File: config.mk
export PLATFORM = sky130hd
export DESIGN_NAME = hazard_unit_sb_flat
export DESIGN_NICKNAME = d
export VERILOG_FILES = /design/src/rtl/hazard_unit_sb_if.sv /design/src/rtl/hazard_unit_sb.sv /design/src/flat_wrapper.sv
export SDC_FILE = /design/constraint.sdc
export NUM_CORES = 1
export LEC_CHECK = 0
export BUFFER_PORTS_ARGS = -buffer_cell sky130_fd_sc_hd__buf_2
export CORE_ASPECT_RATIO = 0.5
export CORE_UTILIZATION = 30
export DETAILED_ROUTE_END_ITERATION = 10
export HOLD_SLACK_MARGIN = 0.06
export PLACE_DENSITY_LB_ADDON = 0.1
export SYNTH_ARGS = -nofsm -noshare
export SYNTH_HDL_FRONTEND = slang
export SYNTH_SLANG_ARGS = --single-unit
File: constraint.sdc
create_clock -name clk -period 4.19 [get_ports clk]
set_input_delay 0.838 -clock clk [delete_from_list [all_inputs] [get_ports clk]]
set_output_delay 0.838 -clock clk [all_outputs]
set_load 0.02 [all_outputs]
File: src/rtl/hazard_unit_sb_if.sv
// Hazard-unit bundle: pipeline register indices and enables in, stall/flush/forward controls out.
// The datapath holds the master side; the hazard unit holds the slave side.
interface hazard_unit_sb_if #(
    parameter int unsigned AW = 5,
    parameter int unsigned OW = 3
);
    logic [AW-1:0] Rs1D;
    logic [AW-1:0] Rs2D;
    logic [AW-1:0] RdD;
    logic          RegWriteD;
    logic          LongD;
    logic [AW-1:0] Rs1E;
    logic [AW-1:0] Rs2E;
    logic [AW-1:0] RdE;
    logic          ResultSrcb0E;
    logic          PCSrcE;
    logic          LongIssueE;
    logic [AW-1:0] RdM;
    logic [AW-1:0] RdW;
    logic          RegWriteM;
    logic          RegWriteW;
    logic          LongDoneW;
    logic [AW-1:0] LongRdW;
    logic [1:0]    ForwardAE;
    logic [1:0]    ForwardBE;
    logic          StallF;
    logic          StallD;
    logic          FlushD;
    logic          FlushE;
    logic [OW-1:0] Outstanding;
    logic [31:0]   StallCycles;

    modport master (
        output Rs1D, Rs2D, RdD, RegWriteD, LongD,
        output Rs1E, Rs2E, RdE, ResultSrcb0E, PCSrcE, LongIssueE,
        output RdM, RdW, RegWriteM, RegWriteW, LongDoneW, LongRdW,
        input  ForwardAE, ForwardBE, StallF, StallD, FlushD, FlushE,
        input  Outstanding, StallCycles
    );

    modport slave (
        input  Rs1D, Rs2D, RdD, RegWriteD, LongD,
        input  Rs1E, Rs2E, RdE, ResultSrcb0E, PCSrcE, LongIssueE,
        input  RdM, RdW, RegWriteM, RegWriteW, LongDoneW, LongRdW,
        output ForwardAE, ForwardBE, StallF, StallD, FlushD, FlushE,
        output Outstanding, StallCycles
    );
endinterface

File: src/rtl/hazard_unit_sb.sv
// Hazard unit for the five-stage pipeline: EX forwarding, load-use and branch control,
// plus a per-register scoreboard and outstanding-op limiter for long-latency units.
module hazard_unit_sb #(
    parameter int unsigned NREG    = 32,
    parameter int unsigned AW      = 5,
    parameter int unsigned MAX_OUT = 4,
    parameter int unsigned OW      = 3
) (
    input  logic             clk,
    input  logic             rst_n,
    hazard_unit_sb_if.slave  hz_io
);
    localparam int unsigned NIDX = 1 << AW;

    logic [NREG-1:0] pending_q, pending_d;
    logic [NIDX-1:0] pend_full;
    logic [NIDX-1:0] eff;
    logic [OW-1:0]   out_q, out_d;
    logic [31:0]     stall_cnt_q, stall_cnt_d;
    logic [OW:0]     out_proj;
    logic            done_acc;
    logic            lw_stall;
    logic            sb_stall;
    logic            lim_stall;
    logic            haz_stall;

    function automatic logic [1:0] fwd_sel(
        input logic [AW-1:0] rs,
        input logic [AW-1:0] rd_m,
        input logic          wr_m,
        input logic [AW-1:0] rd_w,
        input logic          wr_w
    );
        if (rs == '0) begin
            return 2'b00;
        end
        if (wr_m && (rd_m == rs)) begin
            return 2'b10;
        end
        if (wr_w && (rd_w == rs)) begin
            return 2'b01;
        end
        return 2'b00;
    endfunction

    assign hz_io.ForwardAE = fwd_sel(hz_io.Rs1E, hz_io.RdM, hz_io.RegWriteM,
                                     hz_io.RdW, hz_io.RegWriteW);
    assign hz_io.ForwardBE = fwd_sel(hz_io.Rs2E, hz_io.RdM, hz_io.RegWriteM,
                                     hz_io.RdW, hz_io.RegWriteW);

    assign lw_stall = hz_io.ResultSrcb0E && (hz_io.RdE != '0) &&
                      ((hz_io.Rs1D == hz_io.RdE) || (hz_io.Rs2D == hz_io.RdE));

    // Padded to the full index space so any AW-bit index is in range.
    always_comb begin
        pend_full = '0;
        pend_full[NREG-1:0] = pending_q;
        pend_full[0] = 1'b0;
    end

    // Completions are visible to D this cycle (write-first RF); issues are bypassed in.
    always_comb begin
        eff = '0;
        for (int unsigned r = 1; r < NREG; r++) begin
            eff[r] = (pend_full[r] && !(hz_io.LongDoneW && (hz_io.LongRdW == AW'(r)))) ||
                     (hz_io.LongIssueE && (hz_io.RdE == AW'(r)));
        end
    end

    assign sb_stall = eff[hz_io.Rs1D] || eff[hz_io.Rs2D] ||
                      (hz_io.RegWriteD && eff[hz_io.RdD]);

    // Completion in the same cycle earns no credit toward a new long op.
    assign out_proj  = {1'b0, out_q} + (OW + 1)'(hz_io.LongIssueE);
    assign lim_stall = hz_io.LongD && (32'(out_proj) >= MAX_OUT);

    assign haz_stall = lw_stall || sb_stall || lim_stall;

    assign hz_io.StallF      = haz_stall;
    assign hz_io.StallD      = haz_stall;
    assign hz_io.FlushD      = hz_io.PCSrcE;
    assign hz_io.FlushE      = haz_stall || hz_io.PCSrcE;
    assign hz_io.Outstanding = out_q;
    assign hz_io.StallCycles = stall_cnt_q;

    assign done_acc = hz_io.LongDoneW && pend_full[hz_io.LongRdW];

    // Clear before set so a younger issue to the same register wins.
    always_comb begin
        pending_d = pending_q;
        for (int unsigned r = 1; r < NREG; r++) begin
            if (done_acc && (hz_io.LongRdW == AW'(r))) begin
                pending_d[r] = 1'b0;
            end
            if (hz_io.LongIssueE && (hz_io.RdE == AW'(r))) begin
                pending_d[r] = 1'b1;
            end
        end
        pending_d[0] = 1'b0;
    end

    always_comb begin
        out_d = out_q;
        if (hz_io.LongIssueE && !done_acc && (32'(out_q) < MAX_OUT)) begin
            out_d = out_q + OW'(1);
        end else if (done_acc && !hz_io.LongIssueE && (out_q != '0)) begin
            out_d = out_q - OW'(1);
        end
    end

    always_comb begin
        stall_cnt_d = stall_cnt_q;
        if (haz_stall && (stall_cnt_q != '1)) begin
            stall_cnt_d = stall_cnt_q + 32'd1;
        end
    end

    always_ff @(posedge clk or negedge rst_n) begin
        if (!rst_n) begin
            pending_q   <= '0;
            out_q       <= '0;
            stall_cnt_q <= '0;
        end else begin
            pending_q   <= pending_d;
            out_q       <= out_d;
            stall_cnt_q <= stall_cnt_d;
        end
    end

    a_out_bound: assert property (@(posedge clk) disable iff (!rst_n)
        32'(out_q) <= MAX_OUT);
    a_x0_clear: assert property (@(posedge clk) disable iff (!rst_n)
        pending_q[0] == 1'b0);

endmodule

File: src/flat_wrapper.sv
// flat-port wrapper written by rule: the top's interface ports become plain ports
module hazard_unit_sb_flat 
#(
    parameter int unsigned NREG    = 32,
    parameter int unsigned AW      = 5,
    parameter int unsigned MAX_OUT = 4,
    parameter int unsigned OW      = 3
)
  (clk, rst_n, hz_io_Rs1D, hz_io_Rs2D, hz_io_RdD, hz_io_RegWriteD, hz_io_LongD, hz_io_Rs1E, hz_io_Rs2E, hz_io_RdE, hz_io_ResultSrcb0E, hz_io_PCSrcE, hz_io_LongIssueE, hz_io_RdM, hz_io_RdW, hz_io_RegWriteM, hz_io_RegWriteW, hz_io_LongDoneW, hz_io_LongRdW, hz_io_ForwardAE, hz_io_ForwardBE, hz_io_StallF, hz_io_StallD, hz_io_FlushD, hz_io_FlushE, hz_io_Outstanding, hz_io_StallCycles);
  hazard_unit_sb_if #(.AW(AW), .OW(OW)) hz_io_i ();
  input  logic clk;
  input  logic rst_n;
  input wire logic [$bits(hz_io_i.Rs1D)-1:0] hz_io_Rs1D;
  input wire logic [$bits(hz_io_i.Rs2D)-1:0] hz_io_Rs2D;
  input wire logic [$bits(hz_io_i.RdD)-1:0] hz_io_RdD;
  input wire logic [$bits(hz_io_i.RegWriteD)-1:0] hz_io_RegWriteD;
  input wire logic [$bits(hz_io_i.LongD)-1:0] hz_io_LongD;
  input wire logic [$bits(hz_io_i.Rs1E)-1:0] hz_io_Rs1E;
  input wire logic [$bits(hz_io_i.Rs2E)-1:0] hz_io_Rs2E;
  input wire logic [$bits(hz_io_i.RdE)-1:0] hz_io_RdE;
  input wire logic [$bits(hz_io_i.ResultSrcb0E)-1:0] hz_io_ResultSrcb0E;
  input wire logic [$bits(hz_io_i.PCSrcE)-1:0] hz_io_PCSrcE;
  input wire logic [$bits(hz_io_i.LongIssueE)-1:0] hz_io_LongIssueE;
  input wire logic [$bits(hz_io_i.RdM)-1:0] hz_io_RdM;
  input wire logic [$bits(hz_io_i.RdW)-1:0] hz_io_RdW;
  input wire logic [$bits(hz_io_i.RegWriteM)-1:0] hz_io_RegWriteM;
  input wire logic [$bits(hz_io_i.RegWriteW)-1:0] hz_io_RegWriteW;
  input wire logic [$bits(hz_io_i.LongDoneW)-1:0] hz_io_LongDoneW;
  input wire logic [$bits(hz_io_i.LongRdW)-1:0] hz_io_LongRdW;
  output wire logic [$bits(hz_io_i.ForwardAE)-1:0] hz_io_ForwardAE;
  output wire logic [$bits(hz_io_i.ForwardBE)-1:0] hz_io_ForwardBE;
  output wire logic [$bits(hz_io_i.StallF)-1:0] hz_io_StallF;
  output wire logic [$bits(hz_io_i.StallD)-1:0] hz_io_StallD;
  output wire logic [$bits(hz_io_i.FlushD)-1:0] hz_io_FlushD;
  output wire logic [$bits(hz_io_i.FlushE)-1:0] hz_io_FlushE;
  output wire logic [$bits(hz_io_i.Outstanding)-1:0] hz_io_Outstanding;
  output wire logic [$bits(hz_io_i.StallCycles)-1:0] hz_io_StallCycles;
  assign hz_io_i.Rs1D = hz_io_Rs1D;
  assign hz_io_i.Rs2D = hz_io_Rs2D;
  assign hz_io_i.RdD = hz_io_RdD;
  assign hz_io_i.RegWriteD = hz_io_RegWriteD;
  assign hz_io_i.LongD = hz_io_LongD;
  assign hz_io_i.Rs1E = hz_io_Rs1E;
  assign hz_io_i.Rs2E = hz_io_Rs2E;
  assign hz_io_i.RdE = hz_io_RdE;
  assign hz_io_i.ResultSrcb0E = hz_io_ResultSrcb0E;
  assign hz_io_i.PCSrcE = hz_io_PCSrcE;
  assign hz_io_i.LongIssueE = hz_io_LongIssueE;
  assign hz_io_i.RdM = hz_io_RdM;
  assign hz_io_i.RdW = hz_io_RdW;
  assign hz_io_i.RegWriteM = hz_io_RegWriteM;
  assign hz_io_i.RegWriteW = hz_io_RegWriteW;
  assign hz_io_i.LongDoneW = hz_io_LongDoneW;
  assign hz_io_i.LongRdW = hz_io_LongRdW;
  assign hz_io_ForwardAE = hz_io_i.ForwardAE;
  assign hz_io_ForwardBE = hz_io_i.ForwardBE;
  assign hz_io_StallF = hz_io_i.StallF;
  assign hz_io_StallD = hz_io_i.StallD;
  assign hz_io_FlushD = hz_io_i.FlushD;
  assign hz_io_FlushE = hz_io_i.FlushE;
  assign hz_io_Outstanding = hz_io_i.Outstanding;
  assign hz_io_StallCycles = hz_io_i.StallCycles;
  hazard_unit_sb #(.NREG(NREG), .AW(AW), .MAX_OUT(MAX_OUT), .OW(OW)) u_core (.clk(clk), .rst_n(rst_n), .hz_io(hz_io_i));
endmodule
==> results of run 1 <==
-- logic make-up after synthesis --
family / synth area share
flops: 0.344
simple gates: 0.284
fa+ha+maj: 0.00677
mux: 0.0771
compound gates: 0.127
xor+xnor: 0.113
buf+inv: 0.0479
-- worst min-delay path by stage --
stage,slack [ps],startpoint,to
2_1_floorplan,500,u_core.pending_q[30]$_DFFE_PN0P_,u_core.pending_q[30]$_DFFE_PN0P_
3_3_place_gp,470,u_core.hz_io.StallCycles[10]$_DFFE_PN0P_,u_core.hz_io.StallCycles[10]$_DFFE_PN0P_
3_5_place_dp,480,u_core.hz_io.StallCycles[23]$_DFFE_PN0P_,u_core.hz_io.StallCycles[23]$_DFFE_PN0P_
4_1_cts,490,u_core.hz_io.StallCycles[10]$_DFFE_PN0P_,u_core.hz_io.StallCycles[10]$_DFFE_PN0P_
5_1_grt,500,u_core.hz_io.StallCycles[10]$_DFFE_PN0P_,u_core.hz_io.StallCycles[10]$_DFFE_PN0P_
6_report,490,u_core.hz_io.StallCycles[10]$_DFFE_PN0P_,u_core.hz_io.StallCycles[10]$_DFFE_PN0P_
-- repair_timing --
action                     in CTS  in global routing
setup endpoints to repair       3                  3
pin swaps                       9                 21
buffers inserted                4                  6
cloned                          0                  1
gates resized for setup        52                 50
-- stage by stage --
stage | utilization | total power [mW] | area, µm²
after floorplan | - | 1.36 | 4800
after global placement | 0.410 | 1.89 | 6370
after detailed placement | 0.410 | 1.90 | 6370
after CTS | 0.445 | 2.84 | 6910
after global routing | 0.463 | 3.06 | 7190
final | 0.463 | 2.91 | 7190
-- layout make-up --
| type | instances | area, µm² | share of cell area |
|---|---|---|---|
| clock inverter | 7 | 125 | 0.0174 |
| tap | 204 | 255 | 0.0355 |
| inverter | 20 | 75.1 | 0.0104 |
| timing repair buffer | 234 | 1640 | 0.228 |
| sequential | 66 | 1650 | 0.230 |
| clock buffer | 9 | 225 | 0.0313 |
| multi-input combinational | 438 | 3220 | 0.448 |
-- layout by cell type (no fill, tap or decap), types with 6 or more instances in the layout --
cell	count
buf_4	128
buf_2	91
nand2_1	76
dfrtp_1	66
nand3_1	46
xor2_1	37
xnor2_1	25
nor2_1	24
nor4_1	18
inv_1	18
o21ai_1	15
mux4_2	14
nor3_1	14
nand4_1	13
o21ai_0	13
a21oi_1	12
clkbuf_16	10
o21ai_2	9
buf_6	9
nor2b_1	8
and3_1	8
nand2b_1	6
-- sequential cells by signal, summed over array words and instances (netlist names) --
signal / cells
u_core.hz_io.Outstanding: 3
u_core.hz_io.StallCycles: 32
u_core.pending_q: 31
-- power by group through the flow --
| stage | logic, mW | clock network [mW] | registers (mW) |
|---|---|---|---|
| 6_report | 1.13 | 0.896 | 0.888 |
| 3_3_place_gp | 1.01 | 0 | 0.884 |
| 4_1_cts | 1.05 | 0.905 | 0.880 |
| 5_1_grt | 1.21 | 0.938 | 0.908 |
| 2_1_floorplan | 0.444 | 0 | 0.917 |
| 3_5_place_dp | 1.01 | 0 | 0.884 |
-- metal layers --
layer	wire, µm	GRT usage	part of all wire
met3	1390	0.0574	0.075
met4	483	0.0685	0.026
met1	9110	0.328	0.49
met5	0	0	0
met2	7650	0.330	0.41
==> flow_summary.json, run 1 <==
{
  "io_buffers": 97,
  "clkSinkCount": 66,
  "cp_slowest_cell": "mux4_2",
  "r2r_end": "u_core.hz_io.Outstanding[1]$_DFFE_PN0P_",
  "synthTopCellsByCount": "nand2_1, dfrtp_1, nand3_1",
  "yosysSeqAreaShare": 0.344,
  "synthArstFlopShare": 1.00,
  "cts_max_level": 3,
  "rows": 32,
  "start_kind": "primary input",
  "reg2regPathDepth": 8,
  "antenna_found_initial": 1,
  "fmax_mhz": 233,
  "die_area_um2": 16600,
  "cp-startpoint": "hz_io_LongRdW[0]",
  "firstDrtPassIters": 5,
  "cts_tree": "built",
  "crit_family": "simple AND/OR/NAND/NOR gates",
  "fin_ws_ps": -105,
  "drive_gt1_frac": 0.408,
  "swShare": 0.348,
  "period_minus_slack_ps": 4300,
  "synth-seq-cells": 66,
  "yosys-top-cells-area": "dfrtp_1, xor2_1, mux4_2",
  "seqPwrFrac": 0.305,
  "grt_overflow": 0,
  "cpPeakStageDelay_ps": 460,
  "path_class": "in2out",
  "diodes": 0,
  "gp_congestion": 0.954,
  "boundaryPins": 98,
  "clkLatencyLatePin_ps": 330,
  "detailedPlace.worstSlack_ps": -387,
  "die_x_um": 181,
  "rsz0062_at_grt": "true",
  "nets": 826,
  "endpoint_kind": "output port",
  "clock_power_share": 0.308,
  "drt_wl_total_mm": 18.6,
  "hold_viol_final": 0,
  "r2r_slack_ps": 1170,
  "worstPathMaxFanout": 8,
  "power_switching_mw": 1.01,
  "fp.dieH_um": 91.5,
  "coreArea_um2": 15500,
  "skew_ps": 10.7,
  "cts_root_buf": "clkbuf_16",
  "fin_worst_hold_slack_ps": 485,
  "drt_iter0_markers": 445,
  "finalCritPeriodShare": 1.03,
  "grt_usage": 0.227,
  "drc_errors": 0,
  "syn_inst": 555,
  "p_leak_nw": 3.34,
  "synthMostInstantiatedCell": "nand2_1",
  "cts_buffers": 9,
  "status": "complete, but fails checks",
  "vdd_drop_max_mv": 0.178,
  "clkTransAtPathRegs_ps": 60,
  "cts_buffer_depth": 2,
  "grt_max_degree": 36,
  "tightestPinTransition_ps": 810,
  "avgRoutedWirePerCell_um": 19.0,
  "internal-power_mw": 1.90,
  "setup_viol_count_final": 3,
  "dp_hpwl_mm": 14.7,
  "dp.cells": 951,
  "grt_pass1_vias": 4972,
  "max_cap_viol_count": 0,
  "fill_cells": 1526,
  "hold_buffers": 0,
  "cp_num_buf_inv": 3,
  "tns_ps": -241,
  "syn_area_um2": 4800,
  "hp-class": "reg2reg",
  "via_per_inst": 5.36,
  "syn_nets": 612,
  "crit_required_ps": 3350,
  "vias": 5242,
  "start_util": 0.309,
  "grt_pass1_wl_mm": 28.3,
  "drv_slew": 0,
  "comb_power_share": 0.387,
  "final_cells": 978,
  "yosysTopAreaCell": "dfrtp_1",
  "synthFlopType": "dfrtp_1",
  "r2r_start": "u_core.pending_q[23]$_DFFE_PN0P_",
  "ys_types": 64,
  "yosys_warnings": 0,
  "relSlewSlack": 0.460,
  "syn2layout_area_growth_pct": 49.7,
  "crit_chain": "buf_6, or3b_4, o31ai_4, nand2_1, buf_4, mux4_2, o221ai_1, nor4b_4, o32ai_4, or3_4, buf_6",
  "ant_nets": 0,
  "cp.depth": 11,
  "holdPathStages": 1,
  "arrival_ps": 3460,
  "failed_checks": "negative setup slack",
  "crit_end": "hz_io_FlushE",
  "crit_top_cell": "buf_6",
  "synth.top_cell.area_share": 0.344,
  "syn_area_per_cell_um2": 8.66,
  "powerDensity_nw_per_um2": 405,
  "synth_edf_count": 0
}
No activity file was read; power rests on OpenSTA's default activity.
==> run 2: changes to the inputs <==
--- a/config.mk
+++ b/config.mk
@@ -5,6 +5,7 @@
 export SDC_FILE = /design/constraint.sdc
 export NUM_CORES = 1
 export LEC_CHECK = 0
+export ABC_AREA = 1
 export BUFFER_PORTS_ARGS = -buffer_cell sky130_fd_sc_hd__buf_2
 export CORE_ASPECT_RATIO = 0.5
 export CORE_UTILIZATION = 30
==> run 2 against run 1 <==
The run now ends clean. Critical path depth up 5. Critical path type unchanged. Highest routed layer unchanged. Wire length up 14%. Register-to-register slack better by 630 ps. Final cell count up 24%. Combinational power down 29%. Maximum frequency up 8.3%. Area after synthesis up 14%.
==> flow_summary.json, run 2 <==
{
  "ys_types": 36,
  "nets": 1032,
  "powerDensity_nw_per_um2": 372,
  "finalCritPeriodShare": 0.947,
  "reg2regPathDepth": 11,
  "synthTopCellsByCount": "nand2_1, nand3_1, nor2_1",
  "skew_ps": 6.95,
  "detailedPlace.worstSlack_ps": 284,
  "cts_max_level": 3,
  "start_util": 0.311,
  "layout_commonest_cell": "nand2_1",
  "die_area_um2": 18900,
  "fin_worst_hold_slack_ps": 511,
  "yosysTopAreaCell": "dfrtp_1",
  "min_from": "u_core.hz_io.StallCycles[31]$_DFFE_PN0P_",
  "syn_area_um2": 5500,
  "grt_pass1_wl_mm": 33.7,
  "cts_root_buf": "clkbuf_16",
  "setup_viol_count_final": 0,
  "fin_ws_ps": 223,
  "dp_hpwl_mm": 16.7,
  "hp-class": "reg2reg",
  "io_buffers": 97,
  "drt_iter0_markers": 676,
  "relSlewSlack": 0.349,
  "syn_inst": 882,
  "yosys-top-cells-area": "dfrtp_1, nand2_1, nand3_1",
  "crit_chain": "buf_2, inv_2, nor2_4, nand3_1, nand2_1, nand2_1, a21oi_1, nand3_1, nand3_1, nand2_1, nand2_1, nand3_1, nor2_2, nand2_4, or2_2, buf_2",
  "dp.cells": 1198,
  "grt_usage": 0.231,
  "cts_tree": "built",
  "rows": 34,
  "postCtsSetupBuffers": 0,
  "antenna_found_initial": 0,
  "drc_errors": 0,
  "min_to": "u_core.hz_io.StallCycles[31]$_DFFE_PN0P_",
  "tightestPinTransition_ps": 976,
  "final_cells": 1214,
  "diodes": 0,
  "cts_buffer_depth": 2,
  "via_per_inst": 5.21,
  "fin_util": 0.368,
  "grt_pass1_vias": 5918,
  "cp_num_buf_inv": 3,
  "layout_common_cells": "nand2_1, nand3_1, buf_2",
  "die_x_um": 193,
  "max_cap_viol_count": 0,
  "grt_max_degree": 43,
  "firstDrtPassIters": 7,
  "hold_buffers": 0,
  "grt_overflow": 0,
  "yosys_warnings": 0,
  "syn_nets": 939,
  "drv_slew": 0,
  "status": "complete, no violations",
  "cts_buffers": 9,
  "vias": 6328,
  "syn_area_per_cell_um2": 6.23,
  "largest_reg_flops": 32,
  "crit_required_ps": 3350,
  "gp_congestion": 0.960,
  "coreArea_um2": 17700,
  "tns_ps": 0,
  "period_minus_slack_ps": 3970,
  "hold_viol_final": 0,
  "p_total_mw": 2.42,
  "syn2layout_area_growth_pct": 18.1,
  "synthMostInstantiatedCell": "nand2_1",
  "cp-startpoint": "hz_io_LongRdW[0]",
  "dpl_cell_area_um2": 6210,
  "avgRoutedWirePerCell_um": 17.4,
  "cp_slowest_cell": "or2_2",
  "fp.dieH_um": 97.7,
  "endpoint_kind": "output port",
  "fmax_mhz": 252,
  "cpPeakStageDelay_ps": 280,
  "p_leak_nw": 3.30,
  "r2r_slack_ps": 1800,
  "r2r_start": "u_core.hz_io.StallCycles[1]$_DFFE_PN0P_",
  "arrival_ps": 3130,
  "synth_edf_count": 0,
  "synthArstFlopShare": 1.00,
  "rsz0062_at_grt": "false",
  "drt_wl_total_mm": 21.1,
  "crit_family": "simple AND/OR/NAND/NOR gates",
  "worstPathMaxFanout": 14,
  "synth.top_cell.area_share": 0.300,
  "vdd_drop_max_mv": 0.165,
  "boundaryPins": 98,
  "start_kind": "primary input",
  "cp.depth": 16,
  "synth-seq-cells": 66,
  "ant_nets": 0,
  "clkSinkCount": 66,
  "synthFlopType": "dfrtp_1",
  "yosysSeqAreaShare": 0.300,
  "design_area_um2": 6490,
  "holdPathStages": 2,
  "drive_gt1_frac": 0.138,
  "clkTransAtPathRegs_ps": 60,
  "path_class": "in2out",
  "cts_resized": 0,
  "r2r_end": "u_core.hz_io.StallCycles[17]$_DFFE_PN0P_",
  "clkLatencyLatePin_ps": 340
}
run 2: cell count changes after synthesis, sizes merged, moves of 14 or more:
cell	change
mux4	-14
nor2	+52
nand3	+120
nand2	+243
o21ai	-29
inv	+46
run 2: final cells by class:
cell class                      count  area [µm²]
Inverter                           66         248
Timing Repair Buffer              111         603
Multi-Input combinational cell    721        3420
Clock inverter                      3        40.0
Clock buffer                       13         240
Tap cell                          234         293
Fill cell                        1959       11200
Sequential cell                    66        1650
run 2: power by group:
part | internal (mW) | switching [mW]
logic | 0.248 | 0.554
registers | 0.750 | 0.113
clock network | 0.460 | 0.292
run 2: worst max path at each step:
stage	slack (ps)	end
final	220	hz_io_FlushE
after global routing	2	hz_io_FlushE
after CTS	270	hz_io_FlushE
after detailed placement	280	hz_io_FlushE
after global placement	250	hz_io_FlushE
after floorplan	800	hz_io_StallF
run 2: metal layers:
layer,part of all wire,GRT usage,vias to the layer above
li1,-,-,3091
met1,0.46,0.317,2953
met2,0.45,0.368,257
met3,0.071,0.0514,27
met4,0.017,0.0572,0
met5,0,0,-
run 2: cells by family after synthesis:
logic type | Yosys count | share of synthesized area
xor+xnor | 44 | 0.0701
simple gates | 621 | 0.489
buf+inv | 95 | 0.0781
fa+ha+maj | 2 | 0.00592
compound gates | 54 | 0.0560
flops | 66 | 0.300
run 2: worst min-delay path: stages (launching register included):
cell     delay (ps)
dfrtp_1         370
nand2_1          60
nand2_1          50
==> run 3: changes to the inputs <==
--- a/config.mk
+++ b/config.mk
@@ -8,7 +8,7 @@
 export ABC_AREA = 1
 export BUFFER_PORTS_ARGS = -buffer_cell sky130_fd_sc_hd__buf_2
 export CORE_ASPECT_RATIO = 0.5
-export CORE_UTILIZATION = 30
+export CORE_UTILIZATION = 57
 export DETAILED_ROUTE_END_ITERATION = 10
 export HOLD_SLACK_MARGIN = 0.06
 export PLACE_DENSITY_LB_ADDON = 0.1
==> run 3 against run 2 <==
Power is 2.4% lower. Worst hold slack hardly changed. Via count is 4.7% higher. Register-to-register slack better by 20 ps. Largest cell class unchanged.
==> flow_summary.json, run 3 (synthesis results as in run 2) <==
{
  "cts_root_buf": "clkbuf_16",
  "layout_common_cells": "nand2_1, nand3_1, buf_2",
  "drt_iter0_markers": 973,
  "die_area_um2": 10100,
  "tightestPinTransition_ps": 1120,
  "grt_usage": 0.387,
  "rows": 24,
  "clkSinkCount": 66,
  "regArea_um2": 1650,
  "layout_commonest_cell": "nand2_1",
  "start_util": 0.608,
  "via_per_inst": 5.97,
  "syn2layout_area_growth_pct": 15.3,
  "p_total_mw": 2.36,
  "hold_viol_final": 0,
  "r2r_end": "u_core.hz_io.StallCycles[24]$_DFFE_PN0P_",
  "nets": 1031,
  "p_leak_nw": 3.28,
  "status": "complete, no violations",
  "final_cells": 1109,
  "fin_ws_ps": 249,
  "r2r_slack_ps": 1820,
  "r2r_start": "u_core.hz_io.StallCycles[0]$_DFFE_PN0P_",
  "path_class": "in2out",
  "boundaryPins": 98,
  "cp-startpoint": "hz_io_LongRdW[0]",
  "rsz0062_at_grt": "false",
  "setup_viol_count_final": 0,
  "worstPathMaxFanout": 14,
  "finalCritPeriodShare": 0.941,
  "coreArea_um2": 9040,
  "tns_ps": 0,
  "fin_worst_hold_slack_ps": 511,
  "fmax_mhz": 254,
  "crit_required_ps": 3350,
  "cts_max_level": 3,
  "largest_reg_flops": 32,
  "dp.cells": 1093,
  "diodes": 0,
  "cts_resized": 0,
  "gp_congestion": 1.06,
  "hold_buffers": 0,
  "cts_buffers": 9,
  "die_x_um": 141,
  "clkLatencyLatePin_ps": 350,
  "grt_overflow": 0,
  "fill_cells": 818,
  "drive_gt1_frac": 0.141,
  "cts_buffer_depth": 2,
  "skew_ps": 10.7,
  "vdd_drop_max_mv": 0.206,
  "grt_pass1_vias": 6081,
  "postCtsSetupBuffers": 0,
  "start_kind": "primary input",
  "fin_util": 0.701,
  "multiInputGateArea_um2": 3420,
  "vias": 6624,
  "design_area_um2": 6340,
  "grt_max_degree": 48,
  "antenna_found_initial": 0,
  "clkTransAtPathRegs_ps": 60,
  "dpl_cell_area_um2": 6060,
  "drv_slew": 0,
  "drc_errors": 0,
  "cts_tree": "built",
  "detailedPlace.worstSlack_ps": 332,
  "fp.dieH_um": 71.4,
  "reg2regPathDepth": 11,
  "crit_end": "hz_io_FlushE",
  "period_minus_slack_ps": 3940,
  "ant_nets": 0,
  "grt_pass1_wl_mm": 30.2,
  "firstDrtPassIters": 6,
  "avgRoutedWirePerCell_um": 16.9,
  "dp_hpwl_mm": 13.9,
  "endpoint_kind": "output port",
  "io_buffers": 97,
  "max_cap_viol_count": 0,
  "arrival_ps": 3100,
  "hp-class": "reg2reg",
  "relSlewSlack": 0.252,
  "powerDensity_nw_per_um2": 372,
  "drt_wl_total_mm": 18.7
}
-- run 3: layout make-up --
cell class,count,area share
clock buffer,9,0.0355
clock inverter,7,0.00849
inverter,66,0.0391
multi-input combinational,721,0.539
sequential,66,0.261
tap,130,0.0257
timing repair buffer,110,0.0920
-- run 3: critical path: stages --
cell and delay [ps]:
buf_2 260, inv_2 90, nor2_4 280, nand3_1 170, nand2_1 110, nand2_1 130, a21oi_1 160, nand3_1 110
nand3_1 90, nand2_1 60, nand2_1 50, nand3_1 80, nor2_2 140, nand2_4 100, or2_2 270, buf_2 160
-- run 3: how the worst min path moves through the flow --
| stage | from | end | depth (start not counted) |
|---|---|---|---|
| after floorplan | u_core.pending_q[26]$_DFFE_PN0P_ | u_core.pending_q[26]$_DFFE_PN0P_ | 2 |
| after global placement | u_core.hz_io.StallCycles[31]$_DFFE_PN0P_ | u_core.hz_io.StallCycles[31]$_DFFE_PN0P_ | 2 |
| after detailed placement | u_core.hz_io.StallCycles[31]$_DFFE_PN0P_ | u_core.hz_io.StallCycles[31]$_DFFE_PN0P_ | 2 |
| after CTS | u_core.hz_io.StallCycles[31]$_DFFE_PN0P_ | u_core.hz_io.StallCycles[31]$_DFFE_PN0P_ | 2 |
| after global routing | u_core.hz_io.StallCycles[31]$_DFFE_PN0P_ | u_core.hz_io.StallCycles[31]$_DFFE_PN0P_ | 2 |
| final | u_core.hz_io.StallCycles[31]$_DFFE_PN0P_ | u_core.hz_io.StallCycles[31]$_DFFE_PN0P_ | 2 |
-- run 3: report_power, final --
part           switching, mW  total [mW]  internal, mW
clock network          0.316       0.720         0.404
registers              0.106       0.855         0.750
logic                  0.541       0.785         0.244
total                  0.962        2.36          1.40
-- run 3: layer usage --
layer	routed length [µm]	global-route usage	vias up	part of all wire
li1	-	-	3091	-
met1	7540	0.498	3065	0.40
met2	8500	0.623	417	0.45
met3	2160	0.110	51	0.12
met4	489	0.157	0	0.026
met5	0	0	-	0
